`config.mk`:
```
export PLATFORM = sky130hd
export DESIGN_NAME = fc_popcount_act
export DESIGN_NICKNAME = d
export VERILOG_FILES = /design/src/rtl/fc_pkg.sv /design/src/rtl/fc_popcount.sv /design/src/rtl/fc_popcount_act.sv
export SDC_FILE = /design/constraint.sdc
export NUM_CORES = 1
export LEC_CHECK = 0
export ABC_AREA = 1
export BUFFER_PORTS_ARGS = -buffer_cell sky130_fd_sc_hd__buf_2
export CAP_MARGIN = 20
export CORE_ASPECT_RATIO = 0.7
export CORE_MARGIN = 5
export CORE_UTILIZATION = 30
export CTS_BUF_LIST = sky130_fd_sc_hd__clkbuf_16
export DETAILED_ROUTE_END_ITERATION = 8
export GPL_TIMING_DRIVEN = 0
export PLACE_DENSITY = 0.52
export SLEW_MARGIN = 40
export SYNTH_ARGS = -nofsm -noshare
export SYNTH_HDL_FRONTEND = slang
export SYNTH_HIERARCHICAL = 1
export SYNTH_SLANG_ARGS = --single-unit
export TNS_END_PERCENT = 1
```
`constraint.sdc`:
```
create_clock -name clk -period 18.8 [get_ports clk]
set_clock_uncertainty 0.2 [all_clocks]
set_input_delay 1.88 -clock clk [delete_from_list [all_inputs] [get_ports clk]]
set_output_delay 1.88 -clock clk [all_outputs]
set_load 0.01 [all_outputs]
```
`src/rtl/fc_pkg.sv`:
```
// rtl/fc_pkg.sv - shared defaults, derived widths and state type for the binarized FC popcount/activation stage
package fc_pkg;

  localparam int DIM_IN_DEF  = 110;
  localparam int DIM_OUT_DEF = 4;
  localparam int FOLD_DEF    = 2;

  function automatic int calc_cnt_w(input int dim_in);
    return $clog2(dim_in + 1);
  endfunction

  function automatic int calc_slice(input int dim_out, input int fold);
    return dim_out / fold;
  endfunction

  function automatic int calc_fw(input int fold);
    return (fold > 1) ? $clog2(fold) : 1;
  endfunction

  localparam int CNT_W_DEF = calc_cnt_w(DIM_IN_DEF);

  typedef enum logic {
    ACCUM = 1'b0,
    DONE  = 1'b1
  } state_e;

  typedef logic [CNT_W_DEF-1:0] cnt_t;

endpackage

```
`src/rtl/fc_popcount.sv`:
```
// rtl/fc_popcount.sv - combinational popcount of one neuron's XNOR products
module fc_popcount #(
  parameter int DIM_IN = 110,
  parameter int CNT_W  = $clog2(DIM_IN + 1)
) (
  input  logic [DIM_IN-1:0] bits,
  output logic [CNT_W-1:0]  count
);

  always_comb begin
    count = '0;
    for (int i = 0; i < DIM_IN; i++) begin
      count = count + CNT_W'(bits[i]);
    end
  end

endmodule

```
`src/rtl/fc_popcount_act.sv`:
```
// rtl/fc_popcount_act.sv - folded popcount, threshold and activation packing for the binarized FC layer
// FC_RAW_SUM_EN adds sum_out, the registered raw popcount per neuron.
module fc_popcount_act
  import fc_pkg::*;
#(
  parameter  int DIM_IN  = DIM_IN_DEF,
  parameter  int DIM_OUT = DIM_OUT_DEF,
  parameter  int FOLD    = FOLD_DEF,
  localparam int SLICE   = calc_slice(DIM_OUT, FOLD),
  localparam int CNT_W   = calc_cnt_w(DIM_IN),
  localparam int FW      = calc_fw(FOLD)
) (
  input  logic                             clk,
  input  logic                             rst,
  input  logic                             in_valid,
  output logic                             in_ready,
  input  logic [SLICE-1:0][DIM_IN-1:0]     mult_out,
  input  logic [SLICE-1:0][CNT_W-1:0]      thresh,
  output logic                             out_valid,
  input  logic                             out_ready,
  output logic [DIM_OUT-1:0]               act_out,
`ifdef FC_RAW_SUM_EN
  output logic [DIM_OUT-1:0][CNT_W-1:0]    sum_out,
`endif
  output logic [FW-1:0]                    fold_idx
);

  state_e                         state_q, state_d;
  logic [FW-1:0]                  fold_q, fold_d;
  logic [DIM_OUT-1:0]             act_q, act_d;
  logic [SLICE-1:0][CNT_W-1:0]    pc;
`ifdef FC_RAW_SUM_EN
  logic [DIM_OUT-1:0][CNT_W-1:0]  sum_q, sum_d;
`endif

  for (genvar s = 0; s < SLICE; s++) begin : g_pc
    fc_popcount #(
      .DIM_IN (DIM_IN),
      .CNT_W  (CNT_W)
    ) u_popcount (
      .bits  (mult_out[s]),
      .count (pc[s])
    );
  end

  always_comb begin
    state_d = state_q;
    fold_d  = fold_q;
    act_d   = act_q;
`ifdef FC_RAW_SUM_EN
    sum_d   = sum_q;
`endif
    case (state_q)
      ACCUM: begin
        if (in_valid) begin
          // Only the lanes of the current fold slice are written; the rest hold.
          for (int j = 0; j < DIM_OUT; j++) begin
            if (FW'(j / SLICE) == fold_q) begin
              act_d[j] = (pc[j % SLICE] >= thresh[j % SLICE]);
`ifdef FC_RAW_SUM_EN
              sum_d[j] = pc[j % SLICE];
`endif
            end
          end
          if (fold_q == FW'(FOLD - 1)) begin
            fold_d  = '0;
            state_d = DONE;
          end else begin
            fold_d = fold_q + FW'(1);
          end
        end
      end
      DONE: begin
        if (out_ready) begin
          state_d = ACCUM;
        end
      end
      default: state_d = ACCUM;
    endcase
  end

  always_ff @(posedge clk) begin
    if (rst) begin
      state_q <= ACCUM;
      fold_q  <= '0;
      act_q   <= '0;
`ifdef FC_RAW_SUM_EN
      sum_q   <= '0;
`endif
    end else begin
      state_q <= state_d;
      fold_q  <= fold_d;
      act_q   <= act_d;
`ifdef FC_RAW_SUM_EN
      sum_q   <= sum_d;
`endif
    end
  end

  assign in_ready  = (state_q == ACCUM);
  assign out_valid = (state_q == DONE);
  assign act_out   = act_q;
  assign fold_idx  = fold_q;
`ifdef FC_RAW_SUM_EN
  assign sum_out   = sum_q;
`endif

endmodule

```
Yosys cells after proc, flatten, opt, wreduce, memory -nomap -nowiden

Cells that the tools add are included.

$add $sub $neg: 219
Magnitude comparators: 2
Mux-type cells: 5
Bitwise logic cells: 2
Reductions and logical operators: 3

Operator list:

| operator                            | count |
|---|---|
| adder 7 x 1 -> 7 bit                | 216 |
| greater-or-equal comparator 7 bit   | 2 |
| AND reduction 3 bit                 | 2 |
| adder 1 x 1 -> 2 bit                | 2 |
| 2-to-1 mux 1 bit                    | 4 |
| NOT 1 bit                           | 2 |
| one-hot mux 1 bit (2 select lines)  | 1 |
| AND reduction 2 bit                 | 1 |
| adder 1 bit (second input constant) | 1 |

Register bits after elaboration: 6
Input port bits: 238
Output and inout bits: 7
Logic and storage cells: 235

Logic depth before layout (Yosys ltp)

Gate-level depths: netlist (run 1).

Depth after elaboration: 110
Depth in mapped cells: 31
Gate-level depth less buffers: 31

Modules after synthesis

Netlist (run 1), hierarchy kept.

By module, submodules not included:

| module                            | times used | cells each | area an instance (sq um) |
|---|---|---|---|
| fc_popcount at g_pc[1].u_popcount | 1          | 311        | 2986.6 |
| fc_popcount at g_pc[0].u_popcount | 1          | 310        | 2981.6 |
| fc_popcount_act                   | 1          | 99         | 630.6 |

Least setup slack after synthesis (run 1)

Ideal clock, no wire load.

Path type: input port to flip-flop
Start point: input port mult_out[110] in the netlist's numbering
End point: register act_q[1] (netlist: act_out[1])
Setup time: 0.109 ns
Data arrival time: 8.547 ns
Data required time: 18.491 ns
Slack: 9.944 ns
Stages: 29
Buffers on the path: 0
Cells stage by stage: inv_1 -> fa_1 -> inv_1 -> ha_1 -> inv_1 -> fa_1 -> fa_1 -> fa_1 -> fa_1 -> fa_1 -> fa_1 -> fa_1 -> fa_1 -> inv_1 -> fa_1 -> fa_1 -> nand2_1 -> nand2_1 -> nand3_1 -> nand2_1 -> nand2_1 -> nand2_1 -> ha_1 -> nand2_1 -> inv_1 -> a21oi_1 -> nand3_1 -> nand2_1 -> inv_1

RTL lines:

| element                | RTL line              | text |
|---|---|---|
| start: declaration     | fc_popcount_act.sv:17 | `input logic [SLICE-1:0][DIM_IN-1:0] mult_out,` |
| end signal: assignment | fc_popcount_act.sv:93 | `act_q <= act_d;` |
| end: declaration       | fc_popcount_act.sv:30 | `logic [DIM_OUT-1:0] act_q, act_d;` |

==> flow_summary_export.csv, run 1 <==
group,metric,value,unit
synthesis,ys_warn_count,6,
sta,hold_ws,0.264,ns
worst_setup_path,crit_slowest_cell,"fa_1",
floorplan,die_w,187,um
route,routed_wl,14800,um
clock_tree,postCtsSetupBuffers,0,
placed_design,gp_congestion,0.785,
floorplan,die_height,134,um
floorplan,core,21700,um^2
route,drt_iter0_drc,93,
synthesis,synth_ff_type,"dfxtp_1",
cells_and_area,nNetsFinal,1459,
cells_and_area,area_growth_syn_to_layout,25.0,%
placed_design,hpwl,15000,um
sta,setup_viol,0,
clock_tree,cts_buffer_depth,2,
synthesis,yosysUniqueCellTypes,19,
grt,grt_pass1_vias,5347,
cells_and_area,layoutNonFillerInstCount,1250,
sta,finalCriticalPeriod,9.24,ns
route,viasPerCell,3.75,
cells_and_area,design_area,8250,um^2
worst_setup_path,critPathTopFamily,"adder cells",
grt,grt_overflow,0,
worst_setup_path,crit_path_end_kind,"register",
grt,antenna_found_initial,1,
clock_tree,clock-sinks,6,
sta,maxSlewHeadroom,83.3,%
clock_tree,root_buffer,"clkbuf_16",
synthesis,syn_nets,1210,
flow_run,maxCapViolCount,0,
route,post_drt_wl_per_cell,11.9,um
synthesis,synth-edff-count,0,
floorplan,ios,245,
route,drtAntennaViolNets,0,
sta,fin_setup_tns,0,ns
grt,grt_usage,12.3,%
sta,hold_violations,0,
synthesis,synth_area,6600,um^2
floorplan,start_util,30.4,%
clock_tree,ctsResizeCount,0,
worst_setup_path,required,18.72,ns
sta,fin_crit_sh,49.2,%
synthesis,ys_ff_latch,6,
clock_tree,clk_pin_slew,0.03,ns
floorplan,fp-row-count,45,
route,post-route-drc-count,0,
synthesis,synth.largest_area_cell,"fa_1",
route,dr_total_vias,4687,
sta,worst_pin_slew,0.251,ns
worst_setup_path,cp_max_fo,2,
status,status,"finished, final reports clean",
synthesis,ys_top_cells_by_count,"352 x inv_1, 198 x fa_1, 63 x nand2_1, 54 x ha_1",
synthesis,async_reset_ff_share,0,%
worst_setup_path,worstSetupStartpointType,"primary input",
clock_tree,cts_tree,"yes",
clock_tree,holdBufCountCts,0,
placed_design,post_dp_cell_area,8170,um^2
grt,grt_max_degree,6,
synthesis,yosysSeqAreaShare,1.82,%
synthesis,syn_area_per_cell,9.17,um^2
worst_setup_path,critical_path_class,"in2reg",
synthesis,syn-instance-count,720,
floorplan,dieArea,25100,um^2
clock_tree,h-tree-depth,1,
clock_tree,worst_skew_pair.late_latency,0.23,ns
worst_setup_path,cp.buffers_inverters,7,
worst_setup_path,crit_arrival,9.16,ns
cells_and_area,drive_above_1_share,26.5,%
placed_design,port_buffers,244,
sta,max_freq,0.108,GHz
sta,rsz0062_at_grt,"no",
placed_design,placedCellCount,1246,
worst_setup_path,cp_slowest_stage_delay,0.61,ns
hold_path,hold_path.class,"reg2reg",
synthesis,synth_most_common_cell,"inv_1",
route,first_pass_iters,4,
synthesis,synth_area_leaders,"fa_1 60%, inv_1 20%, ha_1 10%, nand2_1 3.6%, dfxtp_1 1.8%",
worst_setup_path,cpMostUsedCell,"fa_1",
clock_tree,cts_buffers,3,
synthesis,yosysTopAreaCellShare,60.1,%
sta,drv_slew,0,
grt,grt_pass1_wl,25400,um
==> flip-flops by register name, indices dropped and copies added (netlist names) <==
signal and count:
act_out 4, fold_idx 1, out_valid 1
==> routing by layer <==
| layer | vias up | share of wire, % | global-route usage (%) |
|---|---|---|---|
| met5 | - | 0 | 0 |
| met4 | 0 | 0.68 | 1.03 |
| met3 | 6 | 5.0 | 1.56 |
| met2 | 117 | 42 | 18.3 |
| met1 | 2183 | 52 | 19.7 |
| li1 | 2381 | - | - |
==> final timing paths <==
check | startpoint | end | slack, ns | cells after the start
hold / removal | act_out[3]$_SDFFE_PP0P_ | act_out[3]$_SDFFE_PP0P_ | 0.26 | 2
setup reg to reg | out_valid$_SDFF_PP0_ | act_out[1]$_SDFFE_PP0P_ | 17.71 | 6
setup / recovery | mult_out[0] | act_out[0]$_SDFFE_PP0P_ | 9.56 | 30
hold reg to reg | act_out[3]$_SDFFE_PP0P_ | act_out[3]$_SDFFE_PP0P_ | 0.26 | 2
==> area by class of cell <==
cell class                 instances  area [um^2]
antenna                            1         2.50
clock buffer                       3         75.1
fill                            2246        13400
inverter                         355         1330
multi-input combinational        359         5150
sequential                         6          120
tap                              282          353
timing repair buffer             244         1220
==> cells in the final DEF (no fill, tap or decap), types with 2 or more instances in the layout <==
master / n
buf_2: 244
xnor2_1: 2
a21oi_1: 10
clkinv_1: 2
fa_1: 198
nor2_1: 7
nand3_1: 10
inv_1: 352
clkbuf_16: 3
ha_1: 54
o21a_1: 2
dfxtp_1: 6
nand3_2: 4
xor2_1: 4
nand2_1: 63
==> stage by stage <==
stage / utilization (%) / setup slack (ns)
2_1_floorplan: - / 9.94
3_3_place_gp: 37.7 / 9.31
3_5_place_dp: 37.7 / 9.27
4_1_cts: 38.0 / 9.49
5_1_grt: 38.1 / 9.16
6_report: 38.1 / 9.56
==> worst reg2reg max path, delay by kind of cell, from the launching register on <==
| kind | cells | cell delay [ns] |
|---|---|---|
| flops | 1 | 0.32 |
| buf+inv | 2 | 0.09 |
| compound gates | 1 | 0.16 |
| simple gates | 3 | 0.21 |
==> logic make-up (layout without fill, tap and decap cells) <==
kind of cell             Yosys count  count (layout)  synth area share (%)
buffers and inverters            355             602                  20.2
adder cells (fa/ha/maj)          252             252                  70.3
AND/OR/NAND/NOR                   89              89                  5.90
AO/OA/AOI/OAI                     12              12                 0.986
XOR/XNOR                           6               6                 0.796
flip-flops                         6               6                  1.82
other                              0               1                     0
Power of run 1 is not shown: default switching activity piles up to over one toggle a cycle in this logic, so the estimate is an artifact.
==> inputs of run 2 (changes only) <==
--- a/config.mk
+++ b/config.mk
@@ -14,7 +14,7 @@
 export CTS_BUF_LIST = sky130_fd_sc_hd__clkbuf_16
 export DETAILED_ROUTE_END_ITERATION = 8
 export GPL_TIMING_DRIVEN = 0
-export PLACE_DENSITY = 0.52
+export PLACE_DENSITY = 0.54
 export SLEW_MARGIN = 40
 export SYNTH_ARGS = -nofsm -noshare
 export SYNTH_HDL_FRONTEND = slang
==> constraint.sdc (replaced) <==
create_clock -name clk -period 8.4 [get_ports clk]
set_clock_uncertainty 0.2 [all_clocks]
set_input_delay 0.84 -clock clk [delete_from_list [all_inputs] [get_ports clk]]
set_output_delay 0.84 -clock clk [all_outputs]
set_load 0.01 [all_outputs]
==> run 2 against run 1 <==
First-iteration DRC count rose by 3.2%; critical path depth unchanged; final cell count hardly changed; via count rose by 0.85%; utilization is essentially flat; wire length shrank 0.93%; sequential share of layout area about the same; final area up 0.11%.
==> flow_summary_export.csv, run 2 (synthesis results as in run 1) <==
group,metric,value,unit
flow_run,maxCapViolCount,0,
worst_setup_path,crit_path_end_kind,"register",
cells_and_area,seqCellArea,120,um^2
route,routed_wl,14700,um
worst_setup_path,cpMostUsedCell,"fa_1",
clock_tree,h-tree-depth,1,
floorplan,fp-row-count,45,
cells_and_area,nNetsFinal,1459,
floorplan,core,21700,um^2
route,drtAntennaViolNets,0,
sta,fin_crit_sh,94.3,%
hold_path,hold_path.class,"reg2reg",
clock_tree,root_buffer,"clkbuf_16",
worst_setup_path,worstSetupStartpointType,"primary input",
clock_tree,cts_buffers,3,
floorplan,dieArea,25100,um^2
sta,rsz0062_at_grt,"no",
placed_design,hpwl,14800,um
sta,maxSlewHeadroom,85.7,%
floorplan,ios,245,
grt,grt_max_degree,6,
floorplan,die_height,134,um
grt,grt_overflow,0,
clock_tree,cts_tree,"yes",
sta,finalCriticalPeriod,7.92,ns
status,status,"finished, final reports clean",
cells_and_area,area_growth_syn_to_layout,25.2,%
grt,grt_pass1_wl,25500,um
worst_setup_path,cp.buffers_inverters,7,
cells_and_area,largest_register_ffs,4,
route,post-route-drc-count,0,
clock_tree,clk_pin_slew,0.03,ns
worst_setup_path,crit_arrival,7.85,ns
route,drt_iter0_drc,96,
worst_setup_path,crit_slowest_cell,"fa_1",
clock_tree,cts_buffer_depth,2,
route,post_drt_wl_per_cell,11.8,um
grt,grt_usage,12.2,%
placed_design,port_buffers,244,
worst_setup_path,required,8.33,ns
sta,worst_pin_slew,0.215,ns
sta,max_freq,0.126,GHz
worst_setup_path,critical_path_class,"in2reg",
route,viasPerCell,3.78,
cells_and_area,drive_above_1_share,26.9,%
sta,fin_setup_tns,0,ns
worst_setup_path,cp_slowest_stage_delay,0.55,ns
grt,grt_pass1_vias,5483,
cells_and_area,most-common-layout-cells,"352 x inv_1, 244 x buf_2, 195 x fa_1",
worst_setup_path,critPathTopFamily,"adder cells",
cells_and_area,multi_input_comb_area,5160,um^2
route,first_pass_iters,5,
worst_setup_path,cp_max_fo,2,
floorplan,die_w,187,um
sta,drv_slew,0,
cells_and_area,diodes,0,
clock_tree,clock-sinks,6,
floorplan,start_util,30.4,%
sta,setup_viol,0,
grt,antenna_found_initial,0,
sta,hold_violations,0,
placed_design,gp_congestion,0.768,
cells_and_area,layout_commonest_cell,"inv_1",
clock_tree,worst_skew_pair.late_latency,0.23,ns
cells_and_area,fillers,2250,
route,dr_total_vias,4727,
[run 2: what timing repair did]
item                                    4_1_cts  5_1_grt
hold buffers                                  0        0
gates resized for setup                       0        4
setup buffers                                 0        0
endpoints found under the setup margin        0        4
[run 2: worst paths after layout]
path,from,end,slack [ns],cells after the start
worst max-delay path,mult_out[0],act_out[0]$_SDFFE_PP0P_,0.48,30
worst max register to register,out_valid$_SDFF_PP0_,act_out[1]$_SDFFE_PP0P_,7.30,6
worst min-delay path,act_out[2]$_SDFFE_PP0P_,act_out[2]$_SDFFE_PP0P_,0.27,2
worst min register to register,act_out[2]$_SDFFE_PP0P_,act_out[2]$_SDFFE_PP0P_,0.27,2
[run 2: metrics by stage]
stage	hold WS, ns	instances	instance area [um^2]	setup slack, ns	util (%)
after detailed placement	0.268	1246	8170	-0.0515	37.7
after floorplan	0.293	720	6600	0.584	-
after global placement	0.264	1246	8170	-0.0584	37.7
final	0.274	1249	8260	0.479	38.1
after CTS	0.274	1249	8250	0.173	38.0
after global routing	0.299	1249	8260	0.0348	38.1
[run 2: area by class of cell]
type	instances	share of cell area (%)
multi-input cells	359	62.4
well taps	282	4.27
repair buffers	244	14.8
flip-flops and latches	6	1.45
clock buffers	3	0.909
inverters	355	16.1
[run 2: routing by layer]
layer,vias up,wire length (um),track usage [%],share of wire [%]
met4,0,29,0.657,0.20
met2,107,6530,19.5,44
li1,2378,-,-,-
met1,2238,7400,18.6,50
met3,4,720,1.66,4.9
met5,-,0,0,0
[run 2: worst reg2reg max path: stages (launching register included)]
cell and delay [ns]:
dfxtp_1 0.33, inv_2 0.06, nand2_1 0.10, nor2_4 0.05
o21a_1 0.17, nand2_1 0.06, inv_1 0.03
Power of run 2 is left out for the same reason.
==> inputs of run 3 (changes only) <==
--- a/config.mk
+++ b/config.mk
@@ -11,7 +11,7 @@
 export CORE_ASPECT_RATIO = 0.7
 export CORE_MARGIN = 5
 export CORE_UTILIZATION = 30
-export CTS_BUF_LIST = sky130_fd_sc_hd__clkbuf_16
+export CTS_BUF_LIST = sky130_fd_sc_hd__clkbuf_4 sky130_fd_sc_hd__clkbuf_8
 export DETAILED_ROUTE_END_ITERATION = 8
 export GPL_TIMING_DRIVEN = 0
 export PLACE_DENSITY = 0.54
==> run 3 against run 2 <==
Hold slack is essentially flat; global-route usage is essentially flat; first-iteration DRC count increased by 5.2%; maximum frequency shrank 0.10%; highest routed layer unchanged; wire length hardly changed; setup slack got worse by 0.0080 ns; critical path depth is the same; sequential share of layout area barely moved; final area shrank 0.41%; clock-buffer cell count stayed put; register-to-register slack hardly changed.
==> flow_summary_export.csv, run 3 (synthesis results as in run 1) <==
group,metric,value,unit
status,status,"finished, final reports clean",
route,dr_total_vias,4738,
floorplan,ios,245,
grt,grt_usage,12.2,%
placed_design,port_buffers,244,
clock_tree,holdBufCountCts,0,
cells_and_area,fillers,2248,
route,top_layer,"met4",
floorplan,core,21700,um^2
sta,max_freq,0.126,GHz
grt,grt_overflow,0,
placed_design,gp_congestion,0.768,
grt,grt_pass1_vias,5477,
route,post-route-drc-count,0,
sta,drv_slew,0,
route,met1_length,7400,um
clock_tree,postCtsSetupBuffers,0,
grt,grt_pass1_wl,25400,um
route,viasPerCell,3.79,
clock_tree,cts_buffers,3,
cells_and_area,area_growth_syn_to_layout,24.6,%
clock_tree,clk_pin_slew,0.04,ns
worst_setup_path,required,8.32,ns
grt,grt_max_degree,6,
clock_tree,ctsResizeCount,0,
route,met2WireLength,6540,um
cells_and_area,largest_register_ffs,4,
sta,rsz0062_at_grt,"no",
cells_and_area,layout_commonest_cell,"inv_1",
floorplan,fp-row-count,45,
cells_and_area,multi_input_comb_area,5160,um^2
sta,finalCriticalPeriod,7.93,ns
worst_setup_path,cp_slowest_stage_delay,0.55,ns
placed_design,hpwl,14800,um
clock_tree,cts_tree,"yes",
clock_tree,h-tree-depth,1,
sta,hold_violations,0,
flow_run,maxCapViolCount,0,
route,routed_wl,14700,um
route,drt_iter0_drc,101,
worst_setup_path,cp_max_fo,2,
worst_setup_path,crit_arrival,7.85,ns
worst_setup_path,worstSetupStartpointType,"primary input",
cells_and_area,drive_above_1_share,26.9,%
floorplan,start_util,30.4,%
route,post_drt_wl_per_cell,11.8,um
sta,setup_viol,0,
route,first_pass_iters,5,
route,drtAntennaViolNets,0,
clock_tree,worst_skew_pair.late_latency,0.22,ns
sta,fin_crit_sh,94.4,%
cells_and_area,diodes,0,
clock_tree,cts_buffer_depth,2,
floorplan,die_height,134,um
floorplan,dieArea,25100,um^2
clock_tree,clock-sinks,6,
worst_setup_path,cp.buffers_inverters,7,
cells_and_area,most-common-layout-cells,"352 x inv_1, 244 x buf_2, 195 x fa_1",
sta,fin_setup_tns,0,ns
clock_tree,root_buffer,"clkbuf_8",
hold_path,hold_path.class,"reg2reg",
worst_setup_path,crit_slowest_cell,"fa_1",
worst_setup_path,crit_path_end_kind,"register",
cells_and_area,seqCellArea,120,um^2
worst_setup_path,critPathTopFamily,"adder cells",
worst_setup_path,critical_path_class,"in2reg",
route,route.met3.wl,732,um
sta,maxSlewHeadroom,85.7,%
sta,worst_pin_slew,0.215,ns
grt,antenna_found_initial,0,
floorplan,die_w,187,um
worst_setup_path,cpMostUsedCell,"fa_1",
cells_and_area,nNetsFinal,1459,
run 3: cell count changes in the layout (fill, tap and decap cells not counted):
cell	delta
clkbuf_16	-3
clkbuf_8	+3
run 3: stage by stage:
stage	hold slack (ns)	cell area [um^2]	std cells	utilization (%)	setup slack, ns
after floorplan	0.293	6600	720	-	0.584
after global placement	0.264	8170	1246	37.7	-0.0584
after detailed placement	0.268	8170	1246	37.7	-0.0515
after CTS	0.274	8210	1249	37.9	0.168
after global routing	0.300	8230	1249	37.9	0.0296
final	0.274	8230	1249	37.9	0.471
run 3: worst paths after layout:
check	slack, ns	to	depth (start not counted)	start
setup / recovery	0.47	act_out[0]$_SDFFE_PP0P_	30	mult_out[0]
hold / removal	0.27	act_out[3]$_SDFFE_PP0P_	2	act_out[3]$_SDFFE_PP0P_
setup reg to reg	7.30	act_out[0]$_SDFFE_PP0P_	6	out_valid$_SDFF_PP0_
hold reg to reg	0.27	act_out[3]$_SDFFE_PP0P_	2	act_out[3]$_SDFFE_PP0P_
run 3: cell type report:
type	count	share of cell area (%)
repair buffers	244	14.8
clock buffers	3	0.502
well taps	282	4.29
flip-flops and latches	6	1.46
multi-input cells	359	62.7
inverters	355	16.2
run 3: tightest hold or removal path: cells and delay by family, from the launching register on:
kind             cells  cell delay [ns]
flip-flops           1             0.30
AND/OR/NAND/NOR      2             0.12
run 3: per-layer routing:
| metal | track usage [%] | vias up |
|---|---|---|
| li1 | - | 2380 |
| met1 | 18.6 | 2245 |
| met2 | 19.5 | 111 |
| met3 | 1.59 | 2 |
| met4 | 0.411 | 0 |
| met5 | 0 | - |
Power of run 3 is left out for the same reason.
